### config.mk
export PLATFORM = sky130hd
export DESIGN_NAME = agc_seq_alu
export DESIGN_NICKNAME = d
export VERILOG_FILES = /design/src/rtl/agc_seq_alu.sv
export SDC_FILE = /design/constraint.sdc
export NUM_CORES = 1
export LEC_CHECK = 0
export ABC_AREA = 1
export BUFFER_PORTS_ARGS = -buffer_cell sky130_fd_sc_hd__buf_4
export CAP_MARGIN = 10
export CELL_PAD_IN_SITES_DETAIL_PLACEMENT = 1
export CELL_PAD_IN_SITES_GLOBAL_PLACEMENT = 1
export CORE_MARGIN = 1
export CORE_UTILIZATION = 28
export CTS_CLUSTER_SIZE = 20
export DETAILED_ROUTE_END_ITERATION = 10
export PLACE_DENSITY_LB_ADDON = 0.3
export SYNTH_ARGS = -nofsm -noshare
export SYNTH_HDL_FRONTEND = slang
export SYNTH_SLANG_ARGS = --single-unit
### constraint.sdc
create_clock -name clk -period 9.1 [get_ports clk]
set_input_delay 1.365 -clock clk [delete_from_list [all_inputs] [get_ports clk]]
set_output_delay 1.365 -clock clk [all_outputs]
set_load 0.02 [all_outputs]
### src/rtl/agc_seq_alu.sv
// ----------------------------------------------------------------------------
// agc_seq_alu
//   Sequential one's-complement ALU. AD/SU/MASK, MP1/DV1 and the reserved op
//   complete one cycle after start. MP0 (shift-add multiply) and DV0
//   (restoring divide) iterate one magnitude bit per cycle. Both leave the
//   double-width result in hi_reg/lo_reg. MP1/DV1 read hi_reg back.
//
//   Optional feature macro: AGC_ALU_OVF_EN
//     defined   : overflow pulses with done on AD/SU sign overflow
//     undefined : overflow is tied to 0 and no overflow logic is built
//
// Ports
//   clk       in   1      system clock, rising edge
//   rst       in   1      synchronous active-high reset
//   start     in   1      one-cycle request, sampled only when busy==0
//   alu_op    in   3      0 AD, 1 SU, 2 MASK, 3 MP0, 4 MP1, 5 DV0, 6 DV1, 7 rsv
//   x         in   WIDTH  operand X (augend / multiplicand / dividend)
//   y         in   WIDTH  operand Y (addend / subtrahend / multiplier / divisor)
//   result    out  WIDTH  registered result, held until the next done
//   busy      out  1      high while an MP0/DV0 iteration is in progress
//   done      out  1      one-cycle pulse, result valid in the same cycle
//   div_zero  out  1      pulses with done when DV0 sees |y|==0
//   overflow  out  1      pulses with done on AD/SU overflow (macro enabled)
// ----------------------------------------------------------------------------
module agc_seq_alu #(
  parameter int WIDTH = 15
) (
  input  logic             clk,
  input  logic             rst,
  input  logic             start,
  input  logic [2:0]       alu_op,
  input  logic [WIDTH-1:0] x,
  input  logic [WIDTH-1:0] y,
  output logic [WIDTH-1:0] result,
  output logic             busy,
  output logic             done,
  output logic             div_zero,
  output logic             overflow
);

  localparam int MW = WIDTH - 1;          // magnitude bits
  localparam int CW = $clog2(MW + 1);
  localparam logic [CW-1:0] LAST_STEP = CW'(MW - 1);

  typedef enum logic [2:0] {
    OP_AD   = 3'd0,
    OP_SU   = 3'd1,
    OP_MASK = 3'd2,
    OP_MP0  = 3'd3,
    OP_MP1  = 3'd4,
    OP_DV0  = 3'd5,
    OP_DV1  = 3'd6,
    OP_RSV  = 3'd7
  } op_e;

  typedef enum logic [1:0] {
    S_IDLE   = 2'd0,
    S_ITER   = 2'd1,
    S_FINISH = 2'd2
  } state_e;

  state_e           r_state;
  logic             r_is_div;
  logic             r_xs;
  logic             r_ys;
  logic [MW-1:0]    r_acc;    // product high half / partial remainder
  logic [MW-1:0]    r_q;      // multiplier -> product low half / dividend -> quotient
  logic [MW-1:0]    r_opnd;   // multiplicand / divisor magnitude
  logic [CW-1:0]    r_cnt;
  logic [WIDTH-1:0] r_hi;
  logic [WIDTH-1:0] r_lo;
  logic [WIDTH-1:0] r_result;
  logic             r_busy;
  logic             r_done;
  logic             r_div_zero;

  op_e w_op;
  assign w_op = op_e'(alu_op);

  // ---- single-cycle datapath ----------------------------------------------
  logic [MW-1:0]    w_x_mag;
  logic [MW-1:0]    w_y_mag;
  logic [WIDTH-1:0] w_y_eff;
  logic [WIDTH:0]   w_add_raw;
  logic [WIDTH-1:0] w_add;
  logic             w_y_zero;
  logic             w_in_sign;

  assign w_x_mag   = x[MW] ? ~x[MW-1:0] : x[MW-1:0];
  assign w_y_mag   = y[MW] ? ~y[MW-1:0] : y[MW-1:0];
  // Subtraction is addition of the one's complement of y.
  assign w_y_eff   = (w_op == OP_SU) ? ~y : y;
  assign w_add_raw = {1'b0, x} + {1'b0, w_y_eff};
  // End-around carry; the fold cannot carry out again, so -0 survives intact.
  assign w_add     = w_add_raw[WIDTH-1:0] + {{MW{1'b0}}, w_add_raw[WIDTH]};
  assign w_y_zero  = (w_y_mag == '0);        // covers both +0 and -0
  assign w_in_sign = x[MW] ^ y[MW];

  // ---- iterative datapath -------------------------------------------------
  // Multiply: {acc,q} += opnd<<MW when q[0], then shift the pair right.
  logic [MW:0]   w_mul_sum;
  assign w_mul_sum = {1'b0, r_acc} + ({1'b0, r_opnd} & {(MW+1){r_q[0]}});

  // Restoring divide: shift the next dividend bit in, subtract if it fits.
  logic [MW:0]   w_div_shift;
  logic          w_div_fits;
  logic [MW-1:0] w_div_rem;
  assign w_div_shift = {r_acc, r_q[MW-1]};
  assign w_div_fits  = (w_div_shift >= {1'b0, r_opnd});
  assign w_div_rem   = MW'(w_div_shift - {1'b0, r_opnd});

  // ---- final sign application ---------------------------------------------
  logic             w_p_sign;
  logic             w_q_sign;
  logic             w_r_sign;
  logic [WIDTH-1:0] w_fin_hi;
  logic [WIDTH-1:0] w_fin_lo;

  // A zero magnitude always comes out as +0.
  assign w_p_sign = (r_xs ^ r_ys) & (|{r_acc, r_q});
  assign w_q_sign = (r_xs ^ r_ys) & (|r_q);
  assign w_r_sign = r_xs & (|r_acc);

  assign w_fin_hi = r_is_div ? {w_q_sign, r_q   ^ {MW{w_q_sign}}}
                             : {w_p_sign, r_acc ^ {MW{w_p_sign}}};
  assign w_fin_lo = r_is_div ? {w_r_sign, r_acc ^ {MW{w_r_sign}}}
                             : {w_p_sign, r_q   ^ {MW{w_p_sign}}};

  // ---- control FSM with registered outputs --------------------------------
  // NOTE: every register here is assigned with <= so all updates in a cycle
  // see the pre-edge values; blocking assignments would create ordering races.
  always_ff @(posedge clk) begin
    if (rst) begin
      r_state    <= S_IDLE;
      r_is_div   <= 1'b0;
      r_xs       <= 1'b0;
      r_ys       <= 1'b0;
      r_acc      <= '0;
      r_q        <= '0;
      r_opnd     <= '0;
      r_cnt      <= '0;
      r_hi       <= '0;
      r_lo       <= '0;
      r_result   <= '0;
      r_busy     <= 1'b0;
      r_done     <= 1'b0;
      r_div_zero <= 1'b0;
    end else begin
      r_done     <= 1'b0;
      r_div_zero <= 1'b0;
      case (r_state)
        S_IDLE: begin
          if (start) begin
            case (w_op)
              OP_AD, OP_SU: begin
                r_result <= w_add;
                r_done   <= 1'b1;
              end
              OP_MASK: begin
                r_result <= x & y;
                r_done   <= 1'b1;
              end
              OP_MP1, OP_DV1: begin
                r_result <= r_hi;
                r_done   <= 1'b1;
              end
              OP_MP0: begin
                r_is_div <= 1'b0;
                r_xs     <= x[MW];
                r_ys     <= y[MW];
                r_acc    <= '0;
                r_q      <= w_y_mag;
                r_opnd   <= w_x_mag;
                r_cnt    <= '0;
                r_busy   <= 1'b1;
                r_state  <= S_ITER;
              end
              OP_DV0: begin
                if (w_y_zero) begin
                  // Quotient saturates to max magnitude, remainder is x.
                  r_hi       <= {w_in_sign, {MW{~w_in_sign}}};
                  r_lo       <= x;
                  r_result   <= x;
                  r_done     <= 1'b1;
                  r_div_zero <= 1'b1;
                end else begin
                  r_is_div <= 1'b1;
                  r_xs     <= x[MW];
                  r_ys     <= y[MW];
                  r_acc    <= '0;
                  r_q      <= w_x_mag;
                  r_opnd   <= w_y_mag;
                  r_cnt    <= '0;
                  r_busy   <= 1'b1;
                  r_state  <= S_ITER;
                end
              end
              default: begin
                r_result <= '0;
                r_done   <= 1'b1;
              end
            endcase
          end
        end

        S_ITER: begin
          if (r_is_div) begin
            r_acc <= w_div_fits ? w_div_rem : w_div_shift[MW-1:0];
            r_q   <= {r_q[MW-2:0], w_div_fits};
          end else begin
            r_acc <= w_mul_sum[MW:1];
            r_q   <= {w_mul_sum[0], r_q[MW-1:1]};
          end
          r_cnt <= r_cnt + CW'(1);
          if (r_cnt == LAST_STEP) r_state <= S_FINISH;
        end

        S_FINISH: begin
          r_hi     <= w_fin_hi;
          r_lo     <= w_fin_lo;
          r_result <= w_fin_lo;
          r_done   <= 1'b1;
          r_busy   <= 1'b0;
          r_state  <= S_IDLE;
        end

        default: begin
          r_busy  <= 1'b0;
          r_state <= S_IDLE;
        end
      endcase
    end
  end

  assign result   = r_result;
  assign busy     = r_busy;
  assign done     = r_done;
  assign div_zero = r_div_zero;

`ifdef AGC_ALU_OVF_EN
  // Operands share a sign but the sum does not.
  logic w_add_ovf;
  logic r_overflow;
  assign w_add_ovf = (x[MW] == w_y_eff[MW]) && (w_add[MW] != x[MW]);

  always_ff @(posedge clk) begin
    if (rst) begin
      r_overflow <= 1'b0;
    end else begin
      r_overflow <= (r_state == S_IDLE) && start &&
                    ((w_op == OP_AD) || (w_op == OP_SU)) && w_add_ovf;
    end
  end
  assign overflow = r_overflow;
`else
  assign overflow = 1'b0;
`endif

endmodule
==> results.ini <==
[status]
status = complete, no violations

[synthesis]
synth-seq-cells = 84
synth-simple-area-share = 0.290
syn_inst = 1426
synth_top_family_by_area = simple AND/OR/NAND/NOR gates
synth_top_area_share = 0.195
synth.top_cells.by_area = dfxtp_1 19%, nand2_1 14%, o21ai_0 9.2%, a21oi_1 9.1%, inv_1 7.5%
syn_area_per_cell_um2 = 6.05
synth_area_mm2 = 0.00863
syn_nets = 1516
synthAdderAreaFrac = 0.0809
synth_common_cells = 323 x nand2_1, 172 x inv_1, 158 x o21ai_0
async_reset_ff_frac = 0
yosys_warnings = 0
seq_area_frac_synth = 0.195
synth-main-ff-cell = dfxtp_1
synthMuxAreaShare = 0
synth_cell_types = 54
synth_xor_area_frac = 0.0629
synth_edf_count = 0
synth_compound_area_frac = 0.255
yosysTopAreaCell = dfxtp_1
synth_most_common_cell = nand2_1

[power]
seq_power_share = 0.279
p_per_area_mw_per_mm2 = 162
combPwrFrac = 0.447
p_int_mw = 0.861
switching_share = 0.446
vdd.ir_drop.worst_mv = 0.0867
leakagePower_nw = 4.35
power_frac_clock = 0.274
p_switching_mw = 0.695

[route]
viasPerCell = 5.17
drc = 0
drtIter0Drc = 447
top_layer = met4
avgRoutedWirePerCell_um = 18.4
dr_wl_met3_um = 826
met1_length_mm = 16.2
vias = 9464
ant_nets = 0
met2_length_mm = 16.1
wirelength_mm = 33.7
firstDrtPassIters = 4

[final_layout]
fill_cells = 3986
synthToLayoutAreaGrowth_pct = 11.1
drive_above_1_share = 0.0855
final_area_mm2 = 0.00959
nets = 1524
fin_util = 0.320
antennaDiodeCount = 0

[placement]
placement.io_buffers = 53
dp_hpwl_mm = 26.1
dpl-instance-area_mm2 = 0.00926
gp_congestion = 0.884

[timing]
totalNegativeSetupSlack_ns = 0
period_share = 0.582
finalHoldViolCount = 0
relSlewSlack = 0.365
skew_ns = 0.00912
max_freq_mhz = 189
tightest_slew_ns = 0.952
rsz0062_at_grt = false
finalSetupViolations = 0
maxSlewViolCount = 0
fin_crit_ns = 5.30

[grt]
grt_pass1_wl_mm = 53.5
track_usage = 0.219
overflow = 0
grt_pass1_vias = 9645
antenna_found_initial = 0
grt_max_degree = 59

[clock_tree]
h-tree-depth = 3
worstSkewPairLatency_ns = 0.36
post_cts_buffers = 0
cts_root_buf = clkbuf_16
cts-buffers-inserted = 9
cts_tree = yes
cts_resized = 0
clockBufferDepth = 2
cts_sinks = 84
hold_buffers = 0
clk_pin_slew_ns = 0.07

[die]
rows = 63
coreArea_mm2 = 0.0300
fp.dieH_um = 178
die_x_um = 178
io_pins = 55
dieArea_mm2 = 0.0315
initial_core_util = 0.288

[setup_path]
critPathMaxFanout = 16
critPathKind = in -> reg
path_common_cell = nand2_1
required_ns = 9.38
crit_buf_inv = 6
arrival_ns = 5.58
cpPeakStageDelay_ns = 0.52
cp-end-kind = flop
start_kind = primary input
crit_family = simple AND/OR/NAND/NOR gates
crit_slowest_cell = nand2_1

[worst_hold_path]
hold_class = reg -> reg

[flow_run]
max_cap_viol_count = 0

worst paths after layout:
check / from / endpoint / slack [ns] / cells past startpoint
hold / removal: r_ys / r_ys / 0.46 / 2
setup reg to reg: r_acc[1] / r_acc[7] / 6.05 / 12
hold reg to reg: r_ys / r_ys / 0.46 / 2
setup / recovery: alu_op[1] / result[12] / 3.80 / 29
layer usage:
metal	vias up	GRT usage
met2	128	0.380
met1	4553	0.288
li1	4751	-
met3	32	0.0212
met5	-	0
met4	0	0.0545
state kept, by name, indices dropped and copies added, names as in the netlist, 2 cells and up:
register and flops:
r_opnd 14, result 15, r_state 2, r_q 14, r_hi 15, r_cnt 4
r_acc 14
area by class of cell:
class	count	area, um^2	area share
Inverter	177	667	0.0695
Multi-Input combinational cell	1099	5950	0.621
Sequential cell	84	1680	0.175
Clock inverter	7	105	0.0110
Tap cell	390	488	0.0509
Timing Repair Buffer	63	473	0.0493
Clock buffer	9	225	0.0235
power by group through the flow:
stage / clock network [mW] / registers, mW / logic [mW]
floorplan: 0 / 0.440 / 0.472
global placement: 0 / 0.443 / 0.679
detailed placement: 0 / 0.443 / 0.689
CTS: 0.435 / 0.435 / 0.695
global route: 0.448 / 0.439 / 0.780
finish: 0.426 / 0.435 / 0.695
kinds of logic after synthesis:
family | count (synthesis)
AOI/OAI and AO/OA | 400
xor gates and xnor gates | 62
adders and majority gates | 54
buffers and inverters | 243
DFF | 84
other | 1
and+or+nand+nor | 582
worst register-to-register path: stages (launching register included):
cell and delay, ns:
dfxtp_1 0.57, ha_1 0.37, a21oi_1 0.15, nand2_1 0.12, a21boi_1 0.33, o21ai_1 0.17
nand2_1 0.09, nand3_1 0.15, buf_4 0.26, nor2_2 0.37, nand2_1 0.15, o2111ai_1 0.12
a21oi_2 0.08
per-stage QoR:
| step | cells | worst slack (ns) | hold slack, ns | total power, mW |
|---|---|---|---|---|
| finish | 1829 | 3.80 | 0.463 | 1.56 |
| global route | 1829 | 3.17 | 0.490 | 1.67 |
| CTS | 1829 | 3.72 | 0.466 | 1.56 |
| detailed placement | 1813 | 3.35 | 0.456 | 1.13 |
| global placement | 1813 | 3.52 | 0.456 | 1.12 |
| floorplan | 1426 | 4.29 | 0.435 | 0.912 |
cells in the final DEF (no fill, tap or decap), types with 44 or more instances in the layout:
master	instances
o21ai_0	158
ha_1	51
nand3_1	83
dfxtp_1	83
nand2_1	323
inv_1	171
buf_4	63
xor2_1	44
a21oi_1	157
nor2_1	105
Note: power is estimated with default switching activity, not from simulation.
